### config.mk
export PLATFORM = sky130hd
export DESIGN_NAME = tia_obj_motion
export DESIGN_NICKNAME = d
export VERILOG_FILES = /design/src/rtl/tia_pkg.sv /design/src/rtl/tia_obj_motion.sv
export SDC_FILE = /design/constraint.sdc
export NUM_CORES = 1
export LEC_CHECK = 0
export BUFFER_PORTS_ARGS = -buffer_cell sky130_fd_sc_hd__buf_2
export CAP_MARGIN = 20
export CELL_PAD_IN_SITES_DETAIL_PLACEMENT = 1
export CELL_PAD_IN_SITES_GLOBAL_PLACEMENT = 1
export CORE_MARGIN = 2
export CORE_UTILIZATION = 35
export CTS_CLUSTER_DIAMETER = 50
export CTS_CLUSTER_SIZE = 30
export DETAILED_ROUTE_END_ITERATION = 6
export PLACE_DENSITY_LB_ADDON = 0.1
export SLEW_MARGIN = 15
export SYNTH_ARGS = -nofsm -noshare
export SYNTH_HDL_FRONTEND = slang
export SYNTH_SLANG_ARGS = --single-unit
### constraint.sdc
create_clock -name clk -period 2.6 [get_ports clk]
set_input_delay 0.39 -clock clk [delete_from_list [all_inputs] [get_ports clk]]
set_output_delay 0.39 -clock clk [all_outputs]
set_load 0.03 [all_outputs]
### src/rtl/tia_pkg.sv
// Shared constants, types and helpers for the TIA object position/motion path.
package tia_pkg;

    localparam int SCREEN_W   = 160;
    localparam int LINE_W     = 228;
    localparam int HBLANK_POS = 3;

    typedef logic signed [3:0] hm_val_t;

    // Neighbour of pos on the wrapping line: dir=1 moves right (+1), dir=0 moves left (-1).
    function automatic logic [7:0] wrap_step(input logic [7:0] pos, input logic dir,
                                             input logic [8:0] modulus);
        logic [8:0] sum;
        if (dir) begin
            sum = {1'b0, pos} + 9'd1;
        end else begin
            sum = {1'b0, pos} + modulus - 9'd1;
        end
        if (sum >= modulus) begin
            sum = sum - modulus;
        end else begin
            sum = sum;
        end
        return sum[7:0];
    endfunction

    // Magnitude of a motion value, 0..8 (-8 maps to 8 without overflow).
    function automatic logic [3:0] motion_mag(input hm_val_t hm);
        logic [3:0] mag;
        if (hm[3]) begin
            mag = (~hm) + 4'd1;
        end else begin
            mag = hm;
        end
        return mag;
    endfunction

endpackage

### src/rtl/tia_obj_motion.sv
// Per-object horizontal position register with RESP load, HM motion register
// and one-pixel-per-clock HMOVE stepping.
module tia_obj_motion
    import tia_pkg::*;
#(
    parameter int SCREEN_W    = tia_pkg::SCREEN_W,
    parameter int HBLANK_POS  = tia_pkg::HBLANK_POS,
    parameter int RESP_OFFSET = 0
) (
    input  logic       clk,
    input  logic       reset,
    input  logic [7:0] pixel_num,
    input  logic       resp,
    input  logic       hm_wr,
    input  logic [3:0] hm_data,
    input  logic       hmclr,
    input  logic       hmove,
    output logic [7:0] obj_pos,
    output logic [3:0] hm_reg,
    output logic       busy
);

    localparam logic [8:0] SCREEN_W9  = 9'(SCREEN_W);
    localparam logic [9:0] SCREEN_W10 = 10'(SCREEN_W);

    logic [7:0] pos_r;
    hm_val_t    hm_r;
    logic [3:0] cnt_r;
    logic       dir_r;
    logic       busy_r;

    logic [9:0] resp_sum_s;
    logic [9:0] resp_mod_s;
    logic [7:0] resp_pos_s;
    logic [3:0] mag_s;

    // RESP load target and HMOVE step count derived from current inputs/state.
    always_comb begin
        resp_sum_s = 10'(pixel_num) + 10'(RESP_OFFSET);
        resp_mod_s = resp_sum_s % SCREEN_W10;
        if ({1'b0, pixel_num} < SCREEN_W9) begin
            resp_pos_s = resp_mod_s[7:0];
        end else begin
            // hblank, including out-of-contract pixel numbers above the line length
            resp_pos_s = 8'(HBLANK_POS);
        end
        mag_s = motion_mag(hm_r);
    end

    // Motion register, step counter and position state.
    always_ff @(posedge clk) begin
        if (reset) begin
            pos_r  <= 8'd0;
            hm_r   <= 4'sd0;
            cnt_r  <= 4'd0;
            dir_r  <= 1'b0;
            busy_r <= 1'b0;
        end else begin
            if (hm_wr) begin
                hm_r <= hm_data;
            end else if (hmclr) begin
                hm_r <= 4'sd0;
            end else begin
                hm_r <= hm_r;
            end

            if (resp) begin
                pos_r  <= resp_pos_s;
                cnt_r  <= 4'd0;
                busy_r <= 1'b0;
            end else if (hmove) begin
                // reload discards any remaining steps; the step itself starts next cycle
                cnt_r  <= mag_s;
                dir_r  <= hm_r[3];
                busy_r <= (mag_s != 4'd0);
            end else if (cnt_r != 4'd0) begin
                pos_r  <= wrap_step(pos_r, dir_r, SCREEN_W9);
                cnt_r  <= cnt_r - 4'd1;
                busy_r <= (cnt_r != 4'd1);
            end else begin
                pos_r  <= pos_r;
                cnt_r  <= cnt_r;
                busy_r <= 1'b0;
            end
        end
    end

    assign obj_pos = pos_r;
    assign hm_reg  = hm_r;
    assign busy    = busy_r;

endmodule

==> results.md, run 1 <==
Synth:
- The synthesized design contains 0 enable-type register cells.
- For this run, the leading register cell type out of synthesis is dfxtp_1.
- In this run, synthesis produced a sequential element count of 18.
- The number of standard cells after synthesis is roughly 190.
- The net count after synthesis is between 200 and 250.
- The fraction of synthesis flops using an asynchronous set or reset pin is 0%.
- The number of different library cells used by synthesis comes to 47.
- The cell area after technology mapping is approximately 1400 um2.
- During synthesis, Yosys emitted a total of 0 warnings.
- In this run the mean area of a mapped cell was 7.59 um2.
- The sequential area share after synthesis is approximately 25%.

Global routing:
- Global routing consumed, on the met1 layer, 27.2% of the routing resources.
- Entering global routing, the biggest net connects 16 pins.
- The met3 global-route usage is 4.11%.
- The overflow left after global routing is 0.
- The via count of the first global-routing pass is roughly 1.5k.
- Global routing used 20.4% of the available tracks.
- Global routing used between 30% and 40% of the available met2 tracks.
- After global routing, the most crowded layer is met2.
- The first-pass GRT wire length is ~7000 um.
- The initial antenna violation count is 0.

Critical path:
- The signal on the critical path passes through buf_4 -> ha_1 -> nand3_1 -> a211oi_2 -> xnor2_1 -> ha_4 -> a31o_2 -> or3_1 -> a221o_1.
- Data on the critical path is required at its endpoint by 2740 ps.
- The type of destination of the critical path is a flip-flop.
- The worst setup path is launched from a flip-flop.
- The worst register-to-register path begins at obj_pos[0].
- The largest single stage delay on the critical path is ~400 ps.
- The highest fanout seen on the critical path is 8.
- For this design, the slowest cell found on the critical path is dfxtp_4.
- The arrival time reported for the critical path endpoint is 2640 ps.
- The type of the setup path with the least slack is flip-flop to flip-flop.
- In this run the worst setup path begins at obj_pos[0].

Timing:
- The post-route clock period utilization is about 96%.
- Headroom to the max-slew limit came out at 58.1%.
- The pin slew with the least headroom to its limit is ~630 ps.
- The shortest clock period the worst path allows after layout is about 2500 ps.
- Setup violations remaining at the end of the flow were counted as 0.
- The clock arrives with slightly above 1 ps of skew.
- The fmax is 0.400 GHz.
- The final number of max-transition violations came to 0.
- Setup repair after global routing left no endpoint under its margin.
- The number of hold violations in the final report is 0.

Layout:
- In the layout the commonest cells are buf_2 (30), nor2_1 (23), a21oi_1 (18).
- The layout net count is 254.
- With fillers left out, the area of the finished cells amounts to between 1500 and 2000 um2.
- The share of post-route cells with drive strength above 1 is between 20% and 30%.
- The non-filler instance count after layout is around 280.
- The diode insertion count for antenna repair is 0.
- The register with the most flip-flops in the layout has 8 of them.
- The layout overhead on the synthesized area is 26.4%.
- The library cell used most frequently in the layout, excluding fill and tap cells, is buf_2.

Outcome:
- The flow ran to the end, and the final reports show no timing, DRC or antenna violations.

Clocking:
- The cell at the root of the clock tree is clkbuf_8.
- Counting along the longest clock path gives a buffer depth of 2.
- The number of sinks on the clock net is 18.
- CTS built an H-tree with a depth of 1.
- The number of buffers added by the clock tree synthesis step is 3.
- After clock tree synthesis, the clock-pin slew on the worst setup and hold paths is 70 ps.
- The clock latency on the worst-skew pair is approximately 250 ps.
- TritonCTS built the clock tree.

Die:
- The die footprint is between 4000 and 5000 um2.
- In this run the horizontal extent of the chip is slightly below 70 um.
- The floorplan has 23 rows.
- The initial cell density of the core is between 30 and 40%.
- The count of pins on the block boundary is 31.
- The total core area is approximately 4000 um2.
- The die is between 60 and 70 um tall.

Drt:
- In the routed design, unresolved DRC markers number 0.
- The number of vias in the routed layout is 1532.
- The total wirelength of the detailed-routed design is 4580 um.
- The count of antenna-violating nets left after detailed routing is 0.
- For this block, the initial DRC count from the detailed router was 34.
- Dividing the detail-routed wire length by the instance count gives 16.5 um.
- The first TritonRoute pass finished after 4 iterations.
- The detail-routed via count per cell is approximately 5.5.

Power and ir drop:
- The maximum vdd ir drop is about 0.37 mV.
- Dividing total power by cell area gives a power density of between 400 and 500 nW/um2.
- Summed over all cells, the static leakage comes to 0.754 nW.

Hold path:
- The start point of the worst hold path is hm_data[2].
- The path class of the lowest-slack min-delay path is input port to flip-flop.

Place:
- The number of buffers inserted by port buffering is 30.
- Summing all placed instances gives a cell area of approximately 1700 um2.
- The weighted congestion reported at the end of routability-driven placement is 0.918.
- The detailed placement HPWL is approximately 3500 um.
- Including well taps, the total number of placed cells is 269.

Flow run:
- The number of maximum-capacitance constraint violations is 0.
-- where the power goes --
group          internal [mW]  leakage (nW)  total, mW  switching (mW)
combinational          0.166         0.581      0.371           0.205
clock                  0.109        0.0228      0.199          0.0900
sequential             0.293         0.150      0.320          0.0272
-- critical path, delay by kind of cell (launching register included) --
family | cells | cell delay [ps]
adder cells (fa/ha/maj) | 2 | 380
flip-flops | 1 | 400
buffers and inverters | 1 | 130
XOR/XNOR | 1 | 170
AO/OA/AOI/OAI | 3 | 840
AND/OR/NAND/NOR | 2 | 480
-- final timing paths --
check | end | slack, ps | cells past startpoint
max | obj_pos[6] | 100 | 9
max reg2reg | obj_pos[6] | 100 | 9
min | hm_reg[2] | 370 | 3
min reg2reg | obj_pos[2] | 530 | 2
-- stage by stage --
stage | hold WS, ps | power (mW) | utilization, % | setup TNS, ps | setup WS [ps]
finish | 374 | 0.889 | 45.7 | 0 | 101
global route | 385 | 0.943 | 45.7 | 0 | 29.3
CTS | 372 | 0.868 | 44.0 | 0 | 2.72
detailed placement | 533 | 0.659 | 42.5 | -27.2 | -27.2
global placement | 518 | 0.646 | 42.5 | 0 | 71.5
floorplan | 468 | 0.555 | - | 0 | 12.6
-- cell usage after synthesis (3+ instances only) --
master	instances	area, um2
a211oi_1	3	22.5
nor3b_1	3	22.5
nor2_1	23	86.3
nand2_1	6	22.5
clkbuf_1	6	22.5
xor2_1	3	26.3
xnor2_1	7	61.3
o21ai_0	6	30.0
o22ai_1	3	18.8
o31ai_1	4	30.0
inv_1	12	45.0
nand3_1	5	25.0
a21oi_1	18	90.1
nor3_1	11	55.1
dfxtp_1	18	360
ha_1	7	87.6
and2_1	4	25.0
nand4_1	3	18.8
or2_2	3	18.8
a31oi_1	3	18.8
mux2i_1	5	50.1
o21bai_1	3	22.5
-- timing repair --
item,4_1_cts,5_1_grt
hold buffers,0,0
resized for setup,1,8
buffers inserted,1,4
pin swaps,1,2
setup endpoints to repair,1,1
-- cell families after synthesis --
group	after synthesis	share of synthesized area (%)
adder cells (fa/ha/maj)	7	6.10
AND/OR/NAND/NOR	73	27.9
multiplexers	6	4.27
AO/OA/AOI/OAI	53	24.1
flip-flops	18	25.1
XOR/XNOR	10	6.10
buffers and inverters	22	6.45
-- final cells by class --
class                      instances  area (um2)
sequential                        18         373
multi-input combinational        149        1010
inverter                          12        45.0
tap                               50        62.6
timing repair buffer              45         275
fill                             512        2160
clock buffer                       4        45.0
-- per-layer routing --
layer / routed length (um) / vias to the layer above
li1: - / 763
met1: 2190 / 734
met2: 2190 / 33
met3: 171 / 2
met4: 19 / 0
met5: 0 / -
No activity file was read; power rests on OpenSTA's default activity.
==> run 2: changes to the inputs <==
Settings changed: ABC_AREA set to 1, CORE_UTILIZATION 35 to 33.
==> results.md, run 2 <==
Timing:
- The final critical-path setup slack is about 420 ps.
- Counting I/O delays and the setup requirement, the final critical path takes 2180 ps.
- The fmax is 0.459 GHz.
- The final number of max-transition violations came to 0.
- The pin slew with the least headroom to its limit is approximately 380 ps.
- In the final timing run, aggregate negative setup slack is 0 ps.
- The setup-violating endpoint count in the final report is 0.
- Setup repair after global routing left no endpoint under its margin.
- The number of hold violations in the final report was 0.
- The setup skew after layout is between 4 and 5 ps.
- Measured against its own limit, the worst slew margin works out to between 70% and 80%.
- After layout, the worst path uses 83.8% of the clock period.

Clocking:
- The hold-fix buffer count after cts is 0.
- Once the clock tree was built, the resizer swapped 0 gates to a different size.
- The number of setup buffers added after CTS is 0.
- The largest buffer count on any clock path is 2.
- The cell at the root of the clock tree is clkbuf_8.
- In this run the number of H-tree levels came out at 1.
- After clock tree synthesis, the clock-pin slew on the worst setup and hold paths is approximately 80 ps.
- The number of buffers added by the clock tree synthesis step is 3.
- TritonCTS built the clock tree.
- The number of sinks on the clock net is 18.
- For the worst-skew pair, the clock arrives at the later sink with an insertion delay of between 200 and 300 ps.

Drt:
- After detailed routing, the number of vias per cell comes to 5.03.
- Wires add up to around 3800 um.
- The post-detailed-route wirelength per cell is between 10 and 15 um.
- The final route contains 1490 vias.
- The detailed-router iteration count before antenna repair is 4.
- The count of nets left with antenna violations once routing finished came out at 0.
- The final routed DRC violation total is 0.
- In this run, the number of DRC markers left after iteration 0 of detailed routing was 47.

Global routing:
- Global routing finished with a remaining overflow of 0.
- The total track usage is 17.3%.
- The first global-routing pass estimated approximately 6200 um of wire.
- The initial antenna violation count was 0.
- The via count of the first global-routing pass is approximately 1.4k.
- Entering global routing, the biggest net connects 12 pins.

Layout:
- Registers take roughly 360 um2.
- The share of post-route cells with drive strength above 1 is around a quarter.
- The library cell used most frequently in the layout, excluding fill and tap cells, is nand2_1.
- The number of flip-flops in the largest register is 8.
- The area of the multi-input gates is approximately 860 um2.
- The library cells used most frequently in the layout, excluding fill and tap cells, are nand2_1 (57), inv_1 (30), buf_2 (30).
- The diode insertion count for antenna repair is 0.
- The layout net count is 272.
- At the end of the flow the core is filled with cells to about 40%.
- The layout overhead on the synthesized area is 17.1%.
- The layout has 576 filler cells.

Synth:
- The sequential area share after synthesis is 25.9%.
- The top flip-flop cell by instance count after synthesis is dfxtp_1.
- Sorting the synthesized cells by area gives the leading types as dfxtp_1 (26%), nand2_1 (15%), inv_1 (8.1%).
- The leading cell type by number of instances after synthesis is nand2_1.
- Counting flops with an async set or reset pin after synthesis yields a share of 0%.
- By count the netlist is led by nand2_1 (57), inv_1 (30), dfxtp_1 (18).
- The flop and latch count out of synthesis is 18.
- The net count after synthesis is between 200 and 250.
- Each instance of the synthesized netlist takes up on average roughly 6.5 um2.
- The library cell with the largest summed area after synthesis is dfxtp_1.
- For this run, the number of Yosys warnings is 0.
- The number of enable flip-flop cells after synthesis is 0.
- Summed over its instances, the top area cell type makes up about a quarter of the synthesized netlist area.
- The cell area after technology mapping is between 1000 and 1500 um2.
- The post-synthesis cell type count is 32.
- The number of standard cells after synthesis is 216.

Place:
- The detailed placement HPWL is roughly 3200 um.
- Routability-driven placement finished with a final weighted congestion of around 0.84.
- The number of buffers inserted by port buffering is 30.
- The worst slack at placement is 407 ps.

Die:
- The core region is slightly above 4000 um2.
- The die covers between 4000 and 5000 um2.
- The floorplan has 23 rows.
- The die width is 69.0 um.
- Pin placement for this block handled 31 I/O pins.
- The height of the chip is ~70 um.
- The initial cell density of the core is 34.6%.

Critical path:
- The highest fanout seen on the critical path is 6.
- STA classifies the critical path startpoint as a flip-flop.
- The type of destination of the critical path is a flip-flop.
- The worst register-to-register path has a setup slack of ~420 ps.
- STA puts the critical path data arrival time at 2330 ps.
- For the worst setup path, the data required time is about 2800 ps.
- The critical path is of the flip-flop to flip-flop type.

Power and ir drop:
- For this design the ratio of total power to cell area is roughly 550 nW/um2.
- In this run the static leakage power is 0.806 nW.
- The overall power of the completed layout is between 800 and 900 uW.
- The worst-case IR drop observed on VDD is between 0.2 and 0.3 mV.

Hold path:
- The worst hold path belongs to the class input port to flip-flop.

Outcome:
- The flow ran to the end, and the final reports show no timing, DRC or antenna violations.

Flow run:
- Max-cap violations in this run came to 0.
==> run 2: worst max-delay path: stages (launching register included) <==
cell,delay [ps]
dfxtp_1,460
inv_2,120
ha_1,220
nand3_1,120
nand3_1,100
nand2_1,80
nand2_1,50
nand2_1,110
inv_1,90
ha_1,210
inv_1,70
nand3_2,80
nand2_2,80
inv_2,50
nand2_1,60
nand2_1,70
nand3_2,70
a21oi_2,50
==> run 2: kinds of logic (layout without fill, tap and decap cells) <==
| logic type | count (synthesis) | count (layout) | share of synthesized area [%] |
|---|---|---|---|
| AOI/OAI and AO/OA | 42 | 42 | 18.0 |
| buffers and inverters | 40 | 70 | 12.3 |
| DFF | 18 | 18 | 25.9 |
| adders and majority gates | 7 | 7 | 6.28 |
| xor gates and xnor gates | 2 | 2 | 1.26 |
| and+or+nand+nor | 107 | 107 | 36.4 |
==> run 2: power breakdown <==
group	leakage, nW	total (mW)	internal (mW)	switching [mW]
clock	0.0288	0.236	0.135	0.101
combinational	0.629	0.331	0.114	0.217
sequential	0.148	0.332	0.298	0.0339
==> run 2: layout make-up <==
| cell class | instances | area share, % |
|---|---|---|
| clock buffer | 4 | 3.37 |
| inverter | 35 | 8.21 |
| multi-input combinational | 158 | 52.8 |
| sequential | 18 | 22.1 |
| tap | 50 | 3.83 |
| timing repair buffer | 31 | 9.66 |
==> run 2: final timing paths <==
path,startpoint,end,cells after the start
max reg2reg,obj_pos[0],obj_pos[6],17
max,obj_pos[0],obj_pos[6],17
min reg2reg,hm_reg[3],hm_reg[3],2
min,hm_data[1],hm_reg[1],3
==> run 2: through the flow <==
stage | instance area [um2] | std cells | hold WS [ps]
finish | 1630 | 296 | 382
global route | 1630 | 296 | 399
CTS | 1630 | 296 | 378
detailed placement | 1580 | 292 | 491
global placement | 1580 | 292 | 490
floorplan | 1390 | 216 | 459
==> run 2: metal layers <==
| metal | GRT usage (%) | up-vias | routed length (um) |
|---|---|---|---|
| li1 | - | 765 | - |
| met1 | 21.4 | 711 | 1770 |
| met2 | 31.9 | 12 | 1930 |
| met3 | 1.95 | 2 | 64 |
| met4 | 4.41 | 0 | 24 |
| met5 | 0 | - | 0 |
